[config.mk]
export PLATFORM = sky130hd
export DESIGN_NAME = blind_spot_alert_ctrl
export DESIGN_NICKNAME = d
export VERILOG_FILES = /design/src/rtl/blind_spot_alert_ctrl.sv
export SDC_FILE = /design/constraint.sdc
export NUM_CORES = 1
export LEC_CHECK = 0
export ABC_AREA = 0
export ABC_CLOCK_PERIOD_IN_PS = 1670
export CAP_MARGIN = 20
export CORE_MARGIN = 4
export CORE_UTILIZATION = 48
export CTS_CLUSTER_SIZE = 10
export DETAILED_ROUTE_END_ITERATION = 8
export GPL_ROUTABILITY_DRIVEN = 0
export PLACE_DENSITY = 0.69
export SETUP_SLACK_MARGIN = 0.02
export SYNTH_ARGS = -nofsm -noshare
export SYNTH_HDL_FRONTEND = slang
export SYNTH_SLANG_ARGS = --single-unit
[constraint.sdc]
create_clock -name CLK -period 1.67 [get_ports CLK]
set_clock_uncertainty 0.2 [all_clocks]
set_input_delay 0.2505 -clock CLK [delete_from_list [all_inputs] [get_ports CLK]]
set_output_delay 0.2505 -clock CLK [all_outputs]
set_load 0.05 [all_outputs]
[src/rtl/blind_spot_alert_ctrl.sv]
// Blind-spot warning sequencer: per-side debounce/hold FSMs, mirror LEDs,
// shared flash phase and a single non-retriggerable chime.
//
// Ports:
//   CLK, RST (async active-low)   clock and reset
//   enable                        0 synchronously idles everything
//   right_side, left_side         raw proximity sensors
//   turn_right, turn_left         turn-signal inputs
//   blind[1:0]                    registered occupancy {left, right}
//   led_right, led_left           registered mirror indicators
//   chime                         shared audible warning
module blind_spot_alert_ctrl #(
    parameter int DEBOUNCE_CYCLES = 4,
    parameter int HOLD_CYCLES     = 8,
    parameter int FLASH_HALF      = 4,
    parameter int CHIME_CYCLES    = 6
) (
    input  logic       CLK,
    input  logic       RST,
    input  logic       enable,
    input  logic       right_side,
    input  logic       left_side,
    input  logic       turn_right,
    input  logic       turn_left,
    output logic [1:0] blind,
    output logic       led_right,
    output logic       led_left,
    output logic       chime
);

    localparam int MAXC = (DEBOUNCE_CYCLES > HOLD_CYCLES) ?
                          DEBOUNCE_CYCLES : HOLD_CYCLES;
    localparam int CW   = $clog2(MAXC + 1);
    localparam int FW   = $clog2(FLASH_HALF + 1);
    localparam int KW   = $clog2(CHIME_CYCLES + 1);

    localparam logic [CW-1:0] DEB_LAST  = CW'(DEBOUNCE_CYCLES - 1);
    localparam logic [CW-1:0] HOLD_LAST = CW'(HOLD_CYCLES - 1);
    localparam logic [FW-1:0] FL_LAST   = FW'(FLASH_HALF - 1);
    localparam logic [KW-1:0] CH_LOAD   = KW'(CHIME_CYCLES);

    typedef enum logic [1:0] {
        S_CLEAR,
        S_DETECT,
        S_OCC,
        S_HOLD
    } side_state_e;

    // Index 0 is the right side, index 1 the left side.
    side_state_e   st_q  [2];
    side_state_e   st_d  [2];
    logic [CW-1:0] cnt_q [2];
    logic [CW-1:0] cnt_d [2];

    logic [1:0]    sens;
    logic [1:0]    turn;
    logic [1:0]    occ;
    logic [1:0]    warn;
    logic [1:0]    req;

    logic [1:0]    blind_q, blind_d;
    logic [1:0]    led_q, led_d;
    logic [1:0]    warn_q, warn_d;
    logic [FW-1:0] fl_cnt_q, fl_cnt_d;
    logic          phase_q, phase_d;
    logic [KW-1:0] ch_cnt_q, ch_cnt_d;

    assign sens = {left_side, right_side};
    assign turn = {turn_left, turn_right};

    always_comb begin
        for (int i = 0; i < 2; i++) begin
            st_d[i]  = st_q[i];
            cnt_d[i] = cnt_q[i];
            unique case (st_q[i])
                S_CLEAR: begin
                    if (sens[i]) begin
                        st_d[i]  = S_DETECT;
                        cnt_d[i] = CW'(1);
                    end
                end
                S_DETECT: begin
                    if (!sens[i]) begin
                        st_d[i]  = S_CLEAR;
                        cnt_d[i] = '0;
                    end else if (cnt_q[i] == DEB_LAST) begin
                        st_d[i]  = S_OCC;
                        cnt_d[i] = '0;
                    end else begin
                        cnt_d[i] = cnt_q[i] + CW'(1);
                    end
                end
                S_OCC: begin
                    if (!sens[i]) begin
                        st_d[i]  = S_HOLD;
                        cnt_d[i] = '0;
                    end
                end
                S_HOLD: begin
                    if (sens[i]) begin
                        st_d[i]  = S_OCC;
                        cnt_d[i] = '0;
                    end else if (cnt_q[i] == HOLD_LAST) begin
                        st_d[i]  = S_CLEAR;
                        cnt_d[i] = '0;
                    end else begin
                        cnt_d[i] = cnt_q[i] + CW'(1);
                    end
                end
                default: begin
                    st_d[i]  = S_CLEAR;
                    cnt_d[i] = '0;
                end
            endcase
            if (!enable) begin
                st_d[i]  = S_CLEAR;
                cnt_d[i] = '0;
            end
        end
    end

    always_comb begin
        for (int i = 0; i < 2; i++) begin
            occ[i] = (st_q[i] == S_OCC) || (st_q[i] == S_HOLD);
        end
    end

    assign warn = occ & turn;
    // Rising edge of a side's warning requests the chime.
    assign req  = warn & ~warn_q;

    // Flash phase rests at 1 so the first half-period is "on".
    always_comb begin
        fl_cnt_d = fl_cnt_q;
        phase_d  = phase_q;
        if (!enable || (warn == 2'b00)) begin
            fl_cnt_d = '0;
            phase_d  = 1'b1;
        end else if (fl_cnt_q == FL_LAST) begin
            fl_cnt_d = '0;
            phase_d  = ~phase_q;
        end else begin
            fl_cnt_d = fl_cnt_q + FW'(1);
        end
    end

    // Requests arriving while the chime runs are dropped, not queued.
    always_comb begin
        ch_cnt_d = ch_cnt_q;
        if (!enable) begin
            ch_cnt_d = '0;
        end else if (ch_cnt_q != '0) begin
            ch_cnt_d = ch_cnt_q - KW'(1);
        end else if (req != 2'b00) begin
            ch_cnt_d = CH_LOAD;
        end
    end

    always_comb begin
        blind_d = '0;
        led_d   = '0;
        warn_d  = '0;
        if (enable) begin
            blind_d = occ;
            warn_d  = warn;
            for (int i = 0; i < 2; i++) begin
                led_d[i] = warn[i] ? phase_q : occ[i];
            end
        end
    end

    always_ff @(posedge CLK or negedge RST) begin
        if (!RST) begin
            for (int i = 0; i < 2; i++) begin
                st_q[i]  <= S_CLEAR;
                cnt_q[i] <= '0;
            end
            blind_q  <= '0;
            led_q    <= '0;
            warn_q   <= '0;
            fl_cnt_q <= '0;
            phase_q  <= 1'b1;
            ch_cnt_q <= '0;
        end else begin
            for (int i = 0; i < 2; i++) begin
                st_q[i]  <= st_d[i];
                cnt_q[i] <= cnt_d[i];
            end
            blind_q  <= blind_d;
            led_q    <= led_d;
            warn_q   <= warn_d;
            fl_cnt_q <= fl_cnt_d;
            phase_q  <= phase_d;
            ch_cnt_q <= ch_cnt_d;
        end
    end

    assign blind     = blind_q;
    assign led_right = led_q[0];
    assign led_left  = led_q[1];
    assign chime     = (ch_cnt_q != '0);

endmodule

Word-level counts from Yosys, hierarchy flattened
Cells that the tools add are included.
{"block": "word_totals", "wordCells": 96, "output_inout_bits": 5, "in_bits": 7, "ff_bits": 25}
{"block": "op_classes", "reduce_logical": 14, "n_mux": 44, "n_eq_ne": 20, "bitwise_logic": 4, "addsub": 4}
{"operator": "$mux W4", "n": 14}
{"operator": "$mux W2", "n": 17}
{"operator": "$pmux W4 S4", "n": 2}
{"operator": "$ne A4 B4 Y1 const B", "n": 4}
{"operator": "$pmux W2 S4", "n": 2}
{"operator": "$mux W3", "n": 5}
{"operator": "$ne A3 B3 Y1 const B", "n": 4}
{"operator": "$add A4 B1 Y4 const B", "n": 2}
{"operator": "$eq A2 B2 Y1 const B", "n": 4}
{"operator": "$eq A4 B2 Y1 const B", "n": 2}
{"operator": "$eq A4 B3 Y1 const B", "n": 2}
{"operator": "$reduce_and A4 Y1", "n": 2}
{"operator": "$logic_not A2 Y1", "n": 3}
{"operator": "$and A2 B2 Y2", "n": 2}
{"operator": "$eq A2 B1 Y1 const B", "n": 2}
{"operator": "$mux W1", "n": 4}
{"operator": "$reduce_and A2 Y1", "n": 2}
{"operator": "$reduce_bool A2 Y1", "n": 2}
{"operator": "$add A3 B1 Y3 const B", "n": 1}
{"operator": "$eq A3 B2 Y1 const B", "n": 1}
{"operator": "$logic_or A1 B1 Y1", "n": 3}
{"operator": "$ne A3 B1 Y1 const B", "n": 1}
{"operator": "$reduce_bool A3 Y1", "n": 1}
{"operator": "$sub A3 B1 Y3 const B", "n": 1}
{"operator": "other kinds (3)", "n": 3}

Depth between registers and ports, before layout
Gate-level depths: netlist of the first run.
{"block": "depth", "depth_word": 8, "depth_mapped": 6, "ltp_nobuf": 6}

Least setup slack after synthesis of the first run
No wires, ideal clock.
{"block": "synth_path", "kind": "register to register", "start": "register ch_cnt_q[0]", "end": "register ch_cnt_q[2]", "t_arrival_ns": 1.447, "n_path_buf": 0, "slack_ns": -0.097, "synth_period_minus_slack_ns": 1.767, "required_time_ns": 1.350, "path_stages_with_launch": 7, "setup_time_ns": 0.120, "path_cell_list": "dfrtp_1 -> inv_1 -> ha_1 -> nand2b_1 -> nor2_1 -> o221ai_1 -> and3_1"}
{"block": "synth_between", "elab_chain_len": 3, "word_cells_on_any_way": 5, "classes_between": "add/sub (1); eq/ne (1); mux (2); reduce/logical (1)"}
{"item": "start: declaration", "line_no": "66", "rtl": "logic [KW-1:0] ch_cnt_q, ch_cnt_d;"}
{"item": "start signal: assignment", "line_no": "194", "rtl": "ch_cnt_q <= ch_cnt_d;"}
{"item": "$reduce_bool A3 Y1 *"}
{"item": "named net chime", "line_no": "28", "rtl": "output logic chime"}
{"item": "$mux W3", "line_no": "152", "rtl": "end else if (ch_cnt_q != '0) begin"}
{"item": "$mux W3", "line_no": "150", "rtl": "if (!enable) begin"}
Mark *: on every way through the listed nets, which the timed path passes. The rest lies on a longest branch.
A chain may end at the register's enable or synchronous reset.

Worst setup path after layout of the first run
{"block": "layout_path", "start": "register st_q[1] in the netlist's numbering", "end": "register cnt_q[0] in the netlist's numbering"}
{"block": "layout_between", "elab_chain_len": 3, "word_cells_on_any_way": 9, "classes_between": "eq/ne (5); mux (2); reduce/logical (2)"}
{"item": "start: declaration", "line_no": "50", "rtl": "side_state_e st_q [2];"}
{"item": "start signal: indexed assignment", "line_no": "186", "rtl": "st_q[i] <= st_d[i];"}
{"item": "$eq A2 B2 Y1, or another cell as far along", "line_no": "75", "rtl": "unique case (st_q[i])"}
{"item": "$pmux W4 S4 or $ne A3 B3 Y1 (tied branches)"}
{"item": "$mux W4 or $reduce_and A2 Y1 (tied branches)"}
{"item": "end signal: indexed assignment", "line_no": "187", "rtl": "cnt_q[i] <= cnt_d[i];"}
{"item": "end: declaration", "line_no": "52", "rtl": "logic [CW-1:0] cnt_q [2];"}
Parallel ways exist; a longest one is shown, timed or not.

==> out/qor.yml, run 1 <==
clockPowerShare_pct: 17.0
ys_top_cells_by_count: "24 x dfrtp_1, 12 x nand2_1, 10 x nor2_1"
ctsHoldBuffers: 0
cts_sinks: 25
h-tree-depth: 1
drive_gt1_share_pct: 22.93
initial_core_util_pct: 51.49
wire_per_inst_um: 13.98
cts_made_buffers: 3
post-route-min-period_ps: 1620
pin_count: 12
grt_pass1_wl_mm: 4.381
dr.first_iter.drc_count: 43
vias: 1037
status: "finished clean"
p_comb_share_pct: 38.8
wl_met1_mm: 1.134
pwr_density_cell_nw_per_um2: 1011
dp_cells: 180
reg2reg_depth: 4
ys_top_cells_by_area: "dfrtp_1 46%, ha_1 4.8%, nand2_1 3.5%, nor2_1 2.9%, a21oi_1 2.7%"
antenna_cells: 0
tns_ps: 0
synthArstFlopShare_pct: 100.0
avgSynthCellArea_um2: 9.839
worst_path_largest_cell_delay_ps: 510
start_kind: "flop"
cp_slowest_cell: "dfrtp_2"
cts_root_buffer: "clkbuf_4"
areaGrowthSynthToFinish_pct: 23.02
grt_util_all_layers_pct: 16.01
grt_max_degree: 26
crit_cells: 4
slew_headroom_pct: 77.30
power_leakage_nw: 0.7550
switching_share_pct: 33.77
die_w_um: 60.02
highest_layer: "met4"
drc: 0
insertion_delay_ps: 320
grt_antenna_before_repair: 0
first_pass_iters: 4
worst_path_dominant_cell_family: "flip-flops"
fill_cells: 202
required_ps: 1700
end_kind: "flop"
synth_top_area_share_pct: 46.24
rows: 18
ys_warn_count: 0
maxSlewViolCount: 0
synthCells: 132
ys_types: 40
period_share_pct: 96.98
yosysMostFrequentCell: "dfrtp_1"
rsz0062_at_grt: "yes"
setup_ws_ps: 50.45
clkTransAtPathRegs_ps: 140
fmax_mhz: 617.5
place_ws_ps: -145.8
hold_path_class: "input pin to async pin"
cts_tree: "built"
nNetsFinal: 170
io_buffers: 11
setup_viol: 0
power.switching_mw: 0.5455
met3_length_um: 103
p_seq_share_pct: 44.3
synth_ff_type: "dfrtp_1"
report.final.hold_viol_count: 0
crit_buf_inv: 0
p_int_mw: 1.070
yosysSeqAreaShare_pct: 48.27
dieArea_um2: 3602
worst_ir_drop_vdd_v: 0.001209
critPathKind: "flop to flop"
maxCapViolCount: 0
detail-route-antenna-nets: 0
final_cell_count_no_fill: 187
vias_per_cell: 5.545
dieHeight_um: 60.02
crit_chain: "xor2_1, o311ai_4, o22ai_1, and2_1"
ys_seq_elements: 25
dp_hpwl_mm: 1.843
max-clock-path-buffers: 2
synth-edff-count: 0
totalPowerFinal_mw: 1.616
core_um2: 2522
routed_wl_mm: 2.615
worst_slew_pin_slew_ps: 340.5
grt_pass1_vias: 1008
critPathArrivalTime_ps: 1650
grt_overflow: 0
netlist_area_um2: 1299
worstPathMaxFanout: 10
yosys.area.top_type: "dfrtp_1"
wl_met2_mm: 1.320
syn_nets: 144
-- path summary, 6_finish.rpt --
kind	from	endpoint	slack, ps
worst min-delay path	RST	blind[0]	70
worst min register to register	fl_cnt_q[0]	fl_cnt_q[0]	260
min in group CLK	fl_cnt_q[0]	fl_cnt_q[0]	260
worst max-delay path	st_q[1]	cnt_q[0]	50
worst max register to register	st_q[1]	cnt_q[0]	50
max in group asynchronous	RST	phase_q	900
-- cells in the final DEF, fill, tap and decap left out, types with 3 or more instances in the layout --
| cell | count |
|---|---|
| clkdlybuf4s50_1 | 6 |
| nand3_1 | 5 |
| a31oi_1 | 3 |
| dfrtp_1 | 23 |
| nor3b_1 | 3 |
| o21ai_0 | 5 |
| inv_1 | 6 |
| clkbuf_4 | 3 |
| xor2_1 | 3 |
| and3_1 | 3 |
| nand2_1 | 12 |
| nand2b_1 | 4 |
| nor2_1 | 10 |
| ha_1 | 3 |
| nor3_1 | 3 |
| a21oi_1 | 7 |
| buf_4 | 19 |
-- sequential cells by signal, summed over array words and instances (netlist names) --
signal	cells
led_q	2
ch_cnt_q	3
warn_q	2
blind	2
cnt_q	8
st_q	4
phase_q	1
fl_cnt_q	3
-- cell type report --
class                      count  area [um^2]  area share (%)
clock buffer                   4        26.28           1.644
inverter                       9        33.78           2.114
timing repair buffer          26        222.7           13.94
multi-input combinational     93        649.4           40.64
sequential                    25        628.1           39.31
tap                           30        37.54           2.349
-- layer usage --
| metal | GRT usage (%) | vias up |
|---|---|---|
| li1 | - | 508 |
| met4 | 6.962 | 0 |
| met2 | 26.54 | 19 |
| met5 | 0 | - |
| met3 | 2.808 | 6 |
| met1 | 20.33 | 504 |
-- cell families after synthesis --
family / Yosys count / synth area share (%)
adders and majority gates: 6 / 5.588
and+or+nand+nor: 52 / 21.19
xor gates and xnor gates: 6 / 4.625
DFF: 25 / 48.27
AOI/OAI and AO/OA: 28 / 14.74
buffers and inverters: 14 / 4.816
muxes: 1 / 0.7707
-- metrics by stage --
step,instance area [um^2],utilization [%],hold WS [ps]
detailed placement,1510,59.87,238.8
global route,1598,63.34,73.48
CTS,1556,61.71,75.22
finish,1598,63.34,74.91
floorplan,1301,-,-245.1
global placement,1510,59.87,227.5
-- repair_timing --
| action | in CTS | in global routing |
|---|---|---|
| endpoints found under the setup margin | 1 | 8 |
| pin swaps | 0 | 1 |
| resized for setup | 4 | 6 |
| setup buffers | 1 | 2 |
| hold endpoints to repair | 0 | 0 |
-- power by group through the flow --
stage	clock network [mW]	registers [mW]	logic, mW
CTS	0.282	0.711	0.562
detailed placement	0	0.719	0.517
global route	0.306	0.724	0.687
floorplan	0	0.718	0.318
global placement	0	0.716	0.500
finish	0.274	0.715	0.627
No activity file was read; power rests on OpenSTA's default activity.
==> run 2, diff against run 1 <==
--- a/config.mk
+++ b/config.mk
@@ -8,12 +8,15 @@
 export ABC_AREA = 0
 export ABC_CLOCK_PERIOD_IN_PS = 1670
 export CAP_MARGIN = 20
+export CELL_PAD_IN_SITES_DETAIL_PLACEMENT = 1
+export CELL_PAD_IN_SITES_GLOBAL_PLACEMENT = 2
 export CORE_MARGIN = 4
-export CORE_UTILIZATION = 48
+export CORE_UTILIZATION = 35
 export CTS_CLUSTER_SIZE = 10
 export DETAILED_ROUTE_END_ITERATION = 8
 export GPL_ROUTABILITY_DRIVEN = 0
-export PLACE_DENSITY = 0.69
+export PLACE_DENSITY_LB_ADDON = 0.1
+export REMOVE_ABC_BUFFERS = 1
 export SETUP_SLACK_MARGIN = 0.02
 export SYNTH_ARGS = -nofsm -noshare
 export SYNTH_HDL_FRONTEND = slang
==> out/qor.yml, run 2 (synthesized netlist as in run 1, its figures left out) <==
reg2reg_depth: 6  # +2
maxCapViolCount: 0  # unchanged
layout_common_cells: "23 x dfrtp_1, 16 x buf_4, 12 x nand2_1"
cts_tree: "built"
period_share_pct: 94.50  # -2.5 points
clockPowerShare_pct: 21.2  # +4.2 points
worst_ir_drop_vdd_v: 0.0005033  # -58%
reg_top3: "cnt_q x8, st_q x4"
core_um2: 3468  # +38%
cts_sinks: 25  # unchanged
postLayoutCoreUtil_pct: 49.10  # -14 points
first_pass_iters: 4  # unchanged
h-tree-depth: 1  # unchanged
clkTransAtPathRegs_ps: 90  # -50 ps
whs_ps: 142.8  # +67.91 ps
rows: 21  # +3
place_area_um2: 1593  # +5.5%
vias: 1055  # +1.7%
grt_util_all_layers_pct: 14.24  # -1.8 points
design_area_um2: 1703  # +6.6%
p_int_mw: 1.142  # +6.7%
maxSlewViolCount: 0  # unchanged
detail-route-antenna-nets: 0  # unchanged
cp_common_cell: "buf_4"
drive_gt1_share_pct: 23.42  # +0.49 points
nNetsFinal: 171  # +0.59%
grt_overflow: 0  # unchanged
cts_made_buffers: 3  # unchanged
rsz0062_at_grt: "no"
cp_slowest_cell: "dfrtp_2"
pin_count: 12  # unchanged
ctsHoldBuffers: 0  # unchanged
grt_antenna_before_repair: 0  # unchanged
status: "finished clean"
crit_cells: 6  # +2
worstPathMaxFanout: 7  # -3
worst_path_largest_cell_delay_ps: 460  # -50 ps
die_w_um: 68.92  # +15%
start_kind: "flop"
grt_pass1_wl_mm: 5.043  # +15%
p_comb_share_pct: 36.7  # -2.1 points
grt_pass1_vias: 1099  # +9.0%
crit_buf_inv: 2  # +2
power_leakage_nw: 0.7876  # +4.3%
crit_chain: "buf_4, xor2_4, buf_4, nor3b_1, a31oi_1, nor2_1"
hold_path_class: "input pin to async pin"
fill_cells: 407  # +100%
power.switching_mw: 0.5477  # +0.40%
vias_per_cell: 5.172  # -6.7%
report.final.hold_viol_count: 0  # unchanged
post-route-min-period_ps: 1578  # -41.32 ps
setup_ws_ps: 91.77  # +41.32 ps
largest-register: "cnt_q"
wire_per_inst_um: 14.41  # +3.0%
antenna_cells: 0  # unchanged
worst_path_dominant_cell_family: "flip-flops"
dr.first_iter.drc_count: 19  # -56%
end_kind: "flop"
drc: 0  # unchanged
slew_headroom_pct: 78.11  # +0.81 points
pwr_density_cell_nw_per_um2: 992.1  # -1.9%
place_ws_ps: -151.0  # -5.235 ps
setup_viol: 0  # unchanged
initial_core_util_pct: 37.45  # -14 points
largest_reg_flops: 8  # unchanged
worst_slew_pin_slew_ps: 328.3  # -12.18 ps
io_buffers: 11  # unchanged
cts_root_buffer: "clkbuf_8"
grt_max_degree: 26  # unchanged
areaGrowthSynthToFinish_pct: 31.12
routed_wl_mm: 2.939  # +12%
totalPowerFinal_mw: 1.689  # +4.6%
p_seq_share_pct: 42.1  # -2.2 points
insertion_delay_ps: 260  # -60 ps
dieArea_um2: 4749  # +32%
max-clock-path-buffers: 2  # unchanged
switching_share_pct: 32.42  # -1.3 points
critPathArrivalTime_ps: 1580  # -70 ps
required_ps: 1670  # -30 ps
critPathKind: "flop to flop"
dp_hpwl_mm: 2.265  # +23%
dieHeight_um: 68.92  # +15%
layout_commonest_cell: "dfrtp_1"
fmax_mhz: 633.6  # +2.6%
run 2: cell count changes in the layout (fill, tap and decap cells not counted), moves of 3 or more:
cell      change
buf_12        +4
buf_4         -3
clkbuf_4      -3
clkbuf_8      +3
run 2: worst paths after layout:
| path | start | endpoint | slack [ps] |
|---|---|---|---|
| setup / recovery | st_q[1] | cnt_q[1] | 90 |
| hold / removal | RST | led_q[1] | 140 |
| setup reg to reg | st_q[1] | cnt_q[1] | 90 |
| hold reg to reg | fl_cnt_q[0] | fl_cnt_q[0] | 250 |
| max in group asynchronous | RST | phase_q | 830 |
| min in group CLK | fl_cnt_q[0] | fl_cnt_q[0] | 250 |
run 2: final cells by class:
type                       count  area, um^2  share of cell area (%)
inverter                       9       33.78                   1.984
tap                           46       57.56                   3.380
timing repair buffer          27       282.8                   16.61
sequential                    25       628.1                   36.88
multi-input combinational     93       655.6                   38.50
clock buffer                   4       45.04                   2.645
run 2: timing repair:
action | CTS | global route
endpoints found under the hold margin | 0 | 0
endpoints found under the setup margin | 1 | 10
setup buffers | 2 | 1
gates resized for setup | 4 | 8
run 2: metal layers:
| metal | up-vias | share of wire, % | track usage [%] |
|---|---|---|---|
| li1 | 508 | - | - |
| met1 | 530 | 45 | 17.53 |
| met2 | 13 | 51 | 25.83 |
| met3 | 4 | 3.0 | 2.593 |
| met4 | 0 | 0.85 | 2.920 |
| met5 | - | 0 | 0 |
run 2: metrics by stage:
step	instances	setup TNS [ps]
after floorplan	127	-179.5
after global placement	198	-364.3
after detailed placement	198	-718.1
after CTS	203	0
after global routing	204	0
final	204	0
run 2: power by group through the flow:
stage | sequential, mW | clock (mW) | combinational [mW]
floorplan | 0.730 | 0 | 0.283
global placement | 0.716 | 0 | 0.556
detailed placement | 0.719 | 0 | 0.573
CTS | 0.711 | 0.376 | 0.610
global route | 0.719 | 0.397 | 0.684
finish | 0.711 | 0.358 | 0.620
==> run 3, diff against run 2 <==
--- a/config.mk
+++ b/config.mk
@@ -10,9 +10,9 @@
 export CAP_MARGIN = 20
 export CELL_PAD_IN_SITES_DETAIL_PLACEMENT = 1
 export CELL_PAD_IN_SITES_GLOBAL_PLACEMENT = 2
-export CORE_MARGIN = 4
+export CORE_MARGIN = 2
 export CORE_UTILIZATION = 35
-export CTS_CLUSTER_SIZE = 10
+export CTS_CLUSTER_SIZE = 14
 export DETAILED_ROUTE_END_ITERATION = 8
 export GPL_ROUTABILITY_DRIVEN = 0
 export PLACE_DENSITY_LB_ADDON = 0.1
==> out/qor.yml, run 3 (synthesized netlist as in run 1, its figures left out) <==
status: "finished clean"
place_area_um2: 1538  # -3.5%
grt_pass1_vias: 1124  # +2.3%
grt_antenna_before_repair: 0  # unchanged
io_buffers: 11  # unchanged
tns_ps: 0  # unchanged
cts_tree: "built"
die_w_um: 64.92  # -5.8%
grt_overflow: 0  # unchanged
drc: 0  # unchanged
antenna_cells: 0  # unchanged
detail-route-antenna-nets: 0  # unchanged
slew_headroom_pct: 77.44  # -0.67 points
maxCapViolCount: 0  # unchanged
worst_ir_drop_vdd_v: 0.0003841  # -24%
rows: 22  # +4.8%
setup_ws_ps: 87.04  # -4.736 ps
setup_viol: 0  # unchanged
power_leakage_nw: 0.7599  # -3.5%
critPathArrivalTime_ps: 1550  # -30 ps
largest_reg_flops: 8  # unchanged
max-clock-path-buffers: 2  # unchanged
h-tree-depth: 1  # unchanged
drive_gt1_share_pct: 23.57  # +0.15 points
initial_core_util_pct: 36.02  # -1.4 points
pin_count: 12  # unchanged
place_ws_ps: -142.2  # +8.845 ps
design_area_um2: 1648  # -3.2%
postLayoutCoreUtil_pct: 45.70  # -3.4 points
first_pass_iters: 2  # -2
start_kind: "flop"
dp_hpwl_mm: 2.149  # -5.1%
post-route-min-period_ps: 1583  # +4.736 ps
worst_slew_pin_slew_ps: 338.4  # +10.10 ps
hold_path_class: "input pin to async pin"
pwr_density_cell_nw_per_um2: 1035  # +4.3%
dr.first_iter.drc_count: 35  # +16
ctsHoldBuffers: 0  # unchanged
layout_commonest_cell: "dfrtp_1"
vias: 1033  # -2.1%
critPathKind: "flop to flop"
wire_per_inst_um: 14.09  # -2.2%
totalPowerFinal_mw: 1.706  # +0.96%
routed_wl_mm: 2.888  # -1.7%
period_share_pct: 94.79  # +0.28 points
dieHeight_um: 64.92  # -5.8%
areaGrowthSynthToFinish_pct: 26.88
grt_pass1_wl_mm: 5.333  # +5.8%
largest-register: "cnt_q"
fmax_mhz: 631.7  # -0.30%
vias_per_cell: 5.039  # -2.6%
nNetsFinal: 170  # -0.58%
rsz0062_at_grt: "yes"
grt_util_all_layers_pct: 15.98  # +1.7 points
cts_root_buffer: "clkbuf_8"
grt_max_degree: 26  # unchanged
report.final.hold_viol_count: 0  # unchanged
clkTransAtPathRegs_ps: 90  # about the same
core_um2: 3606  # +4.0%
layout_common_cells: "23 x dfrtp_1, 19 x buf_4, 12 x nand2_1"
required_ps: 1640  # -30 ps
worstPathMaxFanout: 7  # unchanged
maxSlewViolCount: 0  # unchanged
cts_sinks: 25  # unchanged
dieArea_um2: 4214  # -11%
reg_top3: "cnt_q x8, st_q x4"
cts_made_buffers: 3  # unchanged
end_kind: "flop"
insertion_delay_ps: 260  # about the same
-- run 3: power breakdown --
group          switching [mW]  leakage, nW  internal, mW
logic                   0.315        0.400         0.309
clock network           0.198       0.0255         0.167
registers              0.0537        0.334         0.664
total                   0.566        0.760          1.14
-- run 3: repair_timing --
action / CTS / global route
endpoints found under the setup margin: 1 / 7
buffers inserted: 2 / 1
gates resized for setup: 4 / 7
gates cloned: 0 / 0
pin swaps: 0 / 2
-- run 3: path summary, 6_finish.rpt --
path	start	to	slack [ps]	depth (start not counted)
hold reg to reg	fl_cnt_q[0]	fl_cnt_q[0]	250	1
max in group asynchronous	RST	phase_q	820	2
setup reg to reg	st_q[1]	cnt_q[0]	90	4
hold / removal	RST	ch_cnt_q[0]	140	2
min in group CLK	fl_cnt_q[0]	fl_cnt_q[0]	250	1
setup / recovery	st_q[1]	cnt_q[0]	90	4
-- run 3: worst max-delay path: stages, from the launching register on --
cell      delay, ps
dfrtp_2         480
xor2_1          200
o311ai_4        330
o22ai_1         110
and2_1          170
-- run 3: per-stage QoR --
stage | std cells | hold WS, ps
floorplan | 127 | -245.1
global placement | 199 | 231.1
detailed placement | 199 | 241.4
CTS | 204 | 157.9
global route | 205 | 180.9
finish | 205 | 144.5
-- run 3: routing by layer --
metal | wire, um | track usage (%) | up-vias
li1 | - | - | 506
met1 | 1376 | 21.78 | 516
met2 | 1429 | 27.45 | 9
met3 | 61 | 1.736 | 2
met4 | 20 | 3.191 | 0
met5 | 0 | 0 | -
-- run 3: final cells by class --
type | instances | area, um^2
fillers | 432 | 1958
clock inverters | 1 | 5.005
repair buffers | 26 | 222.7
well taps | 48 | 60.06
clock buffers | 3 | 41.29
inverters | 9 | 33.78
flip-flops and latches | 25 | 628.1
multi-input cells | 93 | 656.9
